**src/rtl/mem_access_unit_pkg.sv**
```systemverilog
// ---------------------------------------------------------------------------
// mem_access_unit_pkg
// Shared types for the load/store access stage: access size encoding,
// byte-enable and data/address word types, FSM state and the load
// metadata carried from request to response.
// Helpers decode the raw 2-bit size field and build the unshifted byte mask.
// ---------------------------------------------------------------------------
package mem_access_unit_pkg;

   typedef enum logic [1:0] {
      SIZE_BYTE = 2'd0,
      SIZE_HALF = 2'd1,
      SIZE_WORD = 2'd2
   } mem_access_size_e;

   typedef logic [3:0]  byte_enable_t;
   typedef logic [31:0] basic_data_t;
   typedef logic [31:0] mem_addr_t;

   typedef enum logic {
      ST_IDLE,
      ST_SECOND
   } state_e;

   // Everything the response path needs to shape the returning word.
   typedef struct packed {
      logic [1:0]       off;
      mem_access_size_e size;
      logic             is_unsigned;
      logic             split;
   } load_meta_t;

   // Encoding 3 is illegal and behaves as a word access.
   function automatic mem_access_size_e decode_size(input logic [1:0] raw);
      mem_access_size_e size;
      case (raw)
         2'd0:    size = SIZE_BYTE;
         2'd1:    size = SIZE_HALF;
         default: size = SIZE_WORD;
      endcase
      return size;
   endfunction

   // Byte mask for an access at offset 0, widened to 8 bits so that a
   // later shift by the offset spills into the next word's nibble.
   function automatic logic [7:0] size_mask(input mem_access_size_e size);
      logic [7:0] mask;
      case (size)
         SIZE_BYTE: mask = 8'h01;
         SIZE_HALF: mask = 8'h03;
         default:   mask = 8'h0F;
      endcase
      return mask;
   endfunction

endpackage

```
**src/rtl/mem_load_extend.sv**
```systemverilog
// ---------------------------------------------------------------------------
// mem_load_extend
// Combinational load result shaper shared by the split and unsplit paths.
// Ports:
//   window      in  64  {upper word, lower word} covering the access
//   off         in  2   byte offset of the access within the lower word
//   size        in      access size
//   is_unsigned in  1   1 = zero-extend, 0 = sign-extend
//   result      out 32  extended load value
// ---------------------------------------------------------------------------
module mem_load_extend
   import mem_access_unit_pkg::*;
(
   input  logic [63:0]      window,
   input  logic [1:0]       off,
   input  mem_access_size_e size,
   input  logic             is_unsigned,
   output basic_data_t      result
);

   logic [63:0] shifted;
   logic        unused_upper;

   assign shifted      = window >> {off, 3'b000};
   assign unused_upper = ^shifted[63:32];

   // NOTE: every branch assigns result, so no latch can be inferred.
   always_comb begin
      result = shifted[31:0];
      case (size)
         SIZE_BYTE: result = {{24{~is_unsigned & shifted[7]}}, shifted[7:0]};
         SIZE_HALF: result = {{16{~is_unsigned & shifted[15]}}, shifted[15:0]};
         default:   result = shifted[31:0];
      endcase
   end

endmodule

```
**src/rtl/mem_access_unit.sv**
```systemverilog
// ---------------------------------------------------------------------------
// mem_access_unit
// Load/store access stage in front of a synchronous-read data memory.
// Accepts one byte-addressed request per cycle, drives the word address,
// byte enables and lane-aligned write data, and returns an extended load
// result the cycle after the (last) read. Accesses crossing a word boundary
// take a second cycle in ST_SECOND, during which the requester is stalled.
// Ports:
//   clk, rst                 clock, asynchronous active-high reset
//   reqValid/reqReady        request handshake
//   reqIsStore, reqSize,
//   reqUnsigned, reqAddr,
//   reqStoreData             request attributes
//   respValid, respData      load response
//   dmemRAddr                memory read word address
//   dmemWAddr, dmemWEnable,
//   dmemWData                memory write port
//   dmemRData                memory read word (one cycle after dmemRAddr)
// ---------------------------------------------------------------------------
module mem_access_unit
   import mem_access_unit_pkg::*;
#(
   parameter int MEM_ADDR_WIDTH = 15
)(
   input  logic                      clk,
   input  logic                      rst,
   input  logic                      reqValid,
   output logic                      reqReady,
   input  logic                      reqIsStore,
   input  logic [1:0]                reqSize,
   input  logic                      reqUnsigned,
   input  mem_addr_t                 reqAddr,
   input  basic_data_t               reqStoreData,
   output logic                      respValid,
   output basic_data_t               respData,
   output logic [MEM_ADDR_WIDTH-1:0] dmemRAddr,
   output logic [MEM_ADDR_WIDTH-1:0] dmemWAddr,
   output byte_enable_t              dmemWEnable,
   output basic_data_t               dmemWData,
   input  basic_data_t               dmemRData
);

   localparam logic [MEM_ADDR_WIDTH-1:0] WORD_ONE = {{(MEM_ADDR_WIDTH-1){1'b0}}, 1'b1};

   state_e                    state, state_next;
   logic                      accept;

   // Request decode
   logic [MEM_ADDR_WIDTH-1:0] word;
   logic [1:0]                off;
   mem_access_size_e          size;
   logic [7:0]                mask8;
   logic [63:0]               store64;
   logic                      split;
   logic                      unused_addr;

   // Second-word transaction, latched on a split accept
   logic [MEM_ADDR_WIDTH-1:0] sec_addr;
   byte_enable_t              sec_mask;
   basic_data_t               sec_data;
   logic                      sec_is_store;

   // Load return path
   load_meta_t                meta;
   logic                      resp_pending;
   basic_data_t               first_word;
   logic [63:0]               window;
   basic_data_t               ext_result;

   assign word        = reqAddr[MEM_ADDR_WIDTH+1:2];
   assign off         = reqAddr[1:0];
   assign size        = decode_size(reqSize);
   assign mask8       = size_mask(size) << off;
   assign store64     = {32'b0, reqStoreData} << {off, 3'b000};
   assign split       = |mask8[7:4];
   // Address bits above the memory are ignored, so accesses wrap.
   assign unused_addr = ^reqAddr[31:MEM_ADDR_WIDTH+2];

   // Held low through reset so nothing is accepted while rst is asserted.
   assign reqReady = (state == ST_IDLE) && !rst;
   assign accept   = reqValid && reqReady;

   always_comb begin
      state_next  = state;
      dmemRAddr   = word;
      dmemWAddr   = word;
      dmemWEnable = '0;
      dmemWData   = store64[31:0];
      case (state)
         ST_IDLE: begin
            if (accept) begin
               if (reqIsStore) dmemWEnable = mask8[3:0];
               if (split)      state_next  = ST_SECOND;
            end
         end
         ST_SECOND: begin
            dmemRAddr  = sec_addr;
            dmemWAddr  = sec_addr;
            dmemWData  = sec_data;
            if (sec_is_store) dmemWEnable = sec_mask;
            state_next = ST_IDLE;
         end
         default: state_next = ST_IDLE;
      endcase
   end

   // NOTE: sequential state uses non-blocking assignments only, so every
   // register samples the pre-edge value of the others.
   always_ff @(posedge clk or posedge rst) begin
      if (rst) begin
         state        <= ST_IDLE;
         resp_pending <= 1'b0;
         meta         <= '{off: 2'd0, size: SIZE_BYTE, is_unsigned: 1'b0, split: 1'b0};
         sec_addr     <= '0;
         sec_mask     <= '0;
         sec_data     <= '0;
         sec_is_store <= 1'b0;
         first_word   <= '0;
      end else begin
         state <= state_next;
         // Response fires the cycle after the last read word is addressed.
         resp_pending <= (accept && !reqIsStore && !split) ||
                         (state == ST_SECOND && !sec_is_store);
         if (accept) begin
            meta <= '{off: off, size: size, is_unsigned: reqUnsigned, split: split};
            if (split) begin
               sec_addr     <= word + WORD_ONE;
               sec_mask     <= mask8[7:4];
               sec_data     <= store64[63:32];
               sec_is_store <= reqIsStore;
            end
         end
         // In ST_SECOND the read data is the first word of a split load.
         if (state == ST_SECOND && !sec_is_store) first_word <= dmemRData;
      end
   end

   assign window = meta.split ? {dmemRData, first_word} : {32'b0, dmemRData};

   mem_load_extend u_load_extend (
      .window      (window),
      .off         (meta.off),
      .size        (meta.size),
      .is_unsigned (meta.is_unsigned),
      .result      (ext_result)
   );

   assign respValid = resp_pending;
   assign respData  = resp_pending ? ext_result : '0;

endmodule

```
**config.mk**
```make
export PLATFORM = sky130hd
export DESIGN_NAME = mem_access_unit
export DESIGN_NICKNAME = d
export VERILOG_FILES = /design/src/rtl/mem_access_unit_pkg.sv /design/src/rtl/mem_load_extend.sv /design/src/rtl/mem_access_unit.sv
export SDC_FILE = /design/constraint.sdc
export NUM_CORES = 1
export LEC_CHECK = 0
export CAP_MARGIN = 20
export CORE_ASPECT_RATIO = 1.25
export CORE_MARGIN = 2
export CORE_UTILIZATION = 45
export DETAILED_ROUTE_END_ITERATION = 10
export GPL_ROUTABILITY_DRIVEN = 0
export PLACE_DENSITY = 0.75
export SYNTH_ARGS = -nofsm -noshare
export SYNTH_HDL_FRONTEND = slang
export SYNTH_SLANG_ARGS = --single-unit
```
**constraint.sdc**
```tcl
create_clock -name clk -period 3.6 [get_ports clk]
set_input_delay 0.72 -clock clk [delete_from_list [all_inputs] [get_ports clk]]
set_output_delay 0.72 -clock clk [all_outputs]
set_load 0.05 [all_outputs]
```
* Word-level counts from Yosys, hierarchy flattened
Cells that the tools add are included.
Cells by class: add/sub/neg operators 1, $mul 0, divide/modulo/power cells 0, $lt $le $gt $ge 0, equal/unequal tests 3, shift operators 3, multiplexer cells 14, bitwise gates (word level) 4, reduce and logical (&&, ||, !) cells 15
Operator list (number):
- 32-bit 2-to-1 mux | 2
- 64-bit 2-to-1 mux | 1
- 32-bit case mux with 2 select lines | 1
- 32-bit by 5-bit << shifter with 64-bit output | 1
- 64-bit by 5-bit right shift with 32-bit output | 1
- 4-bit case mux with 2 select lines | 2
- 15-bit by 1-bit adder with 15-bit output (second input constant) | 1
- 15-bit 2-to-1 mux | 1
- 4-bit 2-to-1 mux | 3
- 8-bit by 2-bit << shifter with 8-bit output | 1
- 2-bit by 1-bit equality test with 1-bit output (second input constant) | 3
- 2-bit zero test | 3
- 1-bit logical AND | 5
- 1-bit zero test | 4
- 2-bit case mux with 2 select lines | 1
- 4-bit OR reduction | 1
- 1-bit bitwise AND | 2
- 1-bit 2-to-1 mux | 2
- 1-bit NOT | 2
- 1-bit case mux with 2 select lines | 1
- 2-bit AND reduction | 1
- 1-bit logical OR | 1
Word-level totals: flip-flop bits (word level) 92, latch bits 0, RAM bits 0, bits in read-only memories 0, bits of input ports 103, output and inout bits 100, logic and storage cells 51, memories 0

* Logic depth before layout (Yosys ltp)
depth in word-level cells 9, depth in mapped cells 8, depth with buffers taken out 6

* By module
A second synthesis with hierarchy kept.
Unflattened totals: cell total of the unflattened synthesis 681, area, all modules 6610.1 sq um
Modules (own cells, without submodules):
- mem_access_unit | instances 1, cells an instance 580, area each 5500.3 sq um, sequential area each 2077.0 sq um
- mem_load_extend | instances 1, cells an instance 101, area each 1109.8 sq um, sequential area each 0.0 sq um

* Worst setup path before layout
Ideal clock, no wire load.
path type input to output, start point input rst, end point output dmemWEnable[1], arrival time 2.969 ns, required time 2.880 ns, slack -0.089 ns, cell stages on the path 4, buffers on the path 0, path through nor2_1 > and2_1 > o311ai_0 > o21ai_0
Between the ends: longest elaborated chain between the ends 5
RTL lines:
- start, declared | line mem_access_unit.sv:26 | input logic rst,
- 1-bit zero test (no source line)
- 1-bit logical AND | line mem_access_unit.sv:80 | assign reqReady = (state == ST_IDLE) && !rst;
- 1-bit logical AND | line mem_access_unit.sv:81 | assign accept = reqValid && reqReady;
- 4-bit 2-to-1 mux | line mem_access_unit.sv:91 | if (accept) begin
- 4-bit case mux with 2 select lines | line mem_access_unit.sv:89 | case (state)
- end, declared | line mem_access_unit.sv:38 | output byte_enable_t dmemWEnable,
No other way between the ends.

* Worst setup path in the final report
start point input reqAddr[0], end point output dmemWData[18]
Between the ends: longest elaborated chain between the ends 2
RTL lines:
- start, declared | line mem_access_unit.sv:32 | input mem_addr_t reqAddr,
- 32-bit by 5-bit << shifter with 64-bit output | line mem_access_unit.sv:74 | assign store64 = {32'b0, reqStoreData} << {off, 3'b000};
- 32-bit 2-to-1 mux | line mem_access_unit.sv:89
- end, declared | line mem_access_unit.sv:39 | output basic_data_t dmemWData,
No other way between the ends.

==> reports/qor.yml <==
status: "finished clean"
hold_violations: 0
slowest_delay_ps: 690
drt-initial-drc-count: 278
drcViolationCount: 0
required_ps: 2880
rsz0062_at_grt: "false"
clk_path_buf_depth: 2
dieHeight_um: 134
synth_top_area_frac: 0.343
cts_made_buffers: 9
vias: 5717
rows: 47
p_per_area_mw_per_mm2: 477
whs_endpoint: "sec_data[5]"
hp-start: "sec_data[5]"
synth_edf_count: 0
cts_tree: "built"
ios: 203
r2r_start: "state"
netlist_area_mm2: 0.00605
crit_fanout: 31
grt_pass1_vias: 6005
grt_max_degree: 48
cp_slowest_cell: "nor2_1"
wl_per_cell_um: 19.0
holdPathStages: 2
synthFlopType: "dfrtp_1"
reg2reg_depth: 6
path_cells: "clkdlybuf4s50_1 > buf_12 > nor2_1 > a211oi_1 > a21oi_1 > buf_12"
syn_avg_cell_area_um2: 9.42
worstSetupStartpointType: "input pin"
start_util: 0.459
setup_viol: 0
p_int_mw: 2.72
fin_nets: 897
ant_nets: 0
antenna_found_initial: 0
drt-total-wl_um: 18400
finalMaxSlewViolations: 0
die_area_mm2: 0.0144
drive_gt1_frac: 0.256
fin_crit_sh: 0.957
viasPerCell: 5.90
nFillCells: 1042
relSlewSlack: 0.405
gr-total-overflow: 0
worstSkewPairLatency_ps: 330
synth_fp_nets: 746
path_clk_slew_ps: 60
yosys-top-cells-area: "dfrtp_1 34%, mux2_2 12%, mux2i_1 7.1%"
die_w_um: 108
cap_violations: 0
yosysWarnings: 0
ctsHoldBuffers: 0
synth_cell_types: 48
cp-end-kind: "output pin"
regToRegEndpoint: "sec_data[16]"
syn_to_final_growth_pct: 46.2
final_util: 0.671
htreeDepth: 3
portBuffers: 187
clock_skew_ps: 4.81
worst_hold_path_type: "register to register"
grt_use_total: 0.261
path_common_cell: "buf_12"
dp_hpwl_um: 13500
clock-root-buffer: "clkbuf_16"
critical_path_class: "input pin to output pin"
max_freq_mhz: 290
layout_min_cycle_time_ps: 3440
dp.cells: 953
switching_share: 0.355
p_seq_frac: 0.326
cts_sinks: 83
antennaDiodeCount: 0
tightestPinTransition_ps: 889
post-cts-setup-buffers: 0
r2r_slack_ps: 1050
yosysSeqAreaShare: 0.343
arrival_ps: 2720
postSynthCellCount: 642
final_cells: 969
grt_pass1_wl_um: 29900
ys_ff_latch: 83
setup-tns-final_ps: 0
dr.pass1.iters: 5
peakVddDrop_mv: 0.225
p_leak_nw: 3.61
power.share.clock: 0.246
yosys.area.top_type: "dfrtp_1"
p_sw_mw: 1.50
cts_resized: 0
synthArstFlopShare: 1.00
coreArea_mm2: 0.0132
combPwrFrac: 0.428
[cells in the mapped netlist, types with 2 or more instances]
library cell  instances
mux2i_1              43
nor2_2               11
or3_1                 2
nand2_1              81
clkbuf_1             26
buf_6                 2
o221a_2               8
mux4_1                4
buf_2                10
buf_12                3
o22a_1                3
mux2_2               67
buf_1                 3
xor2_1                7
nand3b_1              2
and2_1               11
o21a_1                8
nor2_1               45
a221oi_1              7
nor2b_1               9
nand3_1              12
nor3_1                2
a22oi_1               7
or2_2                 3
inv_1                14
a2bb2oi_1             7
nand4_1               5
a211oi_1             29
inv_2                 2
mux4_2                7
xnor2_1               6
a22o_1                9
o21ai_0              54
nand2b_1              2
buf_4                18
dfrtp_1              83
a21oi_1              19
[metrics by stage]
step | area, µm² | power, mW | setup WS, ps | hold WS [ps]
floorplan | 6050 | 2.53 | 129 | 434
global placement | 8510 | 3.12 | 254 | 453
detailed placement | 8510 | 3.19 | 220 | 469
CTS | 8840 | 4.24 | 204 | 485
global route | 8840 | 4.44 | 54.3 | 514
finish | 8840 | 4.22 | 155 | 478
[critical path, delay by kind of cell]
kind,cells,cell delay (ps)
buf+inv,3,810
compound gates,2,470
simple gates,1,690
[flip-flops by register name, summed over array words and instances (netlist names)]
name	flops
first_word	32
meta	6
respValid	1
sec_addr	15
sec_data	24
sec_is_store	1
sec_mask	3
state	1
[cells in the final DEF, fill, tap and decap left out, types with 3 or more instances in the layout]
cell type,count
a2bb2oi_1,7
dfrtp_1,81
a21oi_1,19
o21ai_0,53
xor2_1,7
a221oi_1,7
bufinv_16,3
a211oi_1,29
or2_2,3
clkbuf_16,9
o21a_1,8
mux2_2,67
mux2i_1,43
buf_4,19
xnor2_1,6
a22oi_1,7
nand2_1,80
and2_1,11
nor2_2,11
nand4_1,5
nor2_1,45
o221a_2,8
nand3_1,12
mux4_2,7
nor2b_1,8
buf_12,64
clkdlybuf4s50_1,119
a22o_1,9
mux4_1,4
inv_1,13
o22a_1,3
[area by class of cell]
| class | count | area, µm² | share of cell area |
|---|---|---|---|
| flip-flops and latches | 83 | 2080 | 0.235 |
| repair buffers | 202 | 2620 | 0.296 |
| clock buffers | 11 | 233 | 0.0263 |
| well taps | 171 | 214 | 0.0242 |
| inverters | 17 | 65.1 | 0.00736 |
| clock inverters | 5 | 103 | 0.0116 |
| multi-input cells | 480 | 3530 | 0.400 |
[power groups by stage]
stage | Combinational (mW) | Sequential [mW] | Clock (mW)
after floorplan | 1.22 | 1.31 | 0
after global placement | 1.76 | 1.36 | 0
after detailed placement | 1.80 | 1.39 | 0
after CTS | 1.81 | 1.37 | 1.06
after global routing | 1.92 | 1.41 | 1.11
final | 1.81 | 1.37 | 1.04
[metal layers]
layer,GRT usage,wire length [µm]
met5,0,0
met2,0.425,9070
met1,0.314,7200
met3,0.0886,1650
met4,0.107,482
[cell families after synthesis]
kind of cell / after synthesis / synth area share
xor+xnor: 13 / 0.0188
simple gates: 187 / 0.142
fa+ha+maj: 1 / 0.00207
mux: 122 / 0.242
flops: 83 / 0.343
buf+inv: 79 / 0.0728
compound gates: 157 / 0.179
[how the worst max path moves through the flow]
stage	endpoint	from	slack (ps)
after CTS	dmemWData[18]	reqAddr[0]	200
after global routing	dmemWData[18]	reqAddr[0]	50
after detailed placement	dmemWData[18]	reqAddr[0]	220
after floorplan	dmemWData[0]	reqAddr[0]	130
after global placement	dmemWData[18]	reqAddr[0]	250
final	dmemWData[18]	reqAddr[0]	160
No activity file was read; power rests on OpenSTA's default activity.
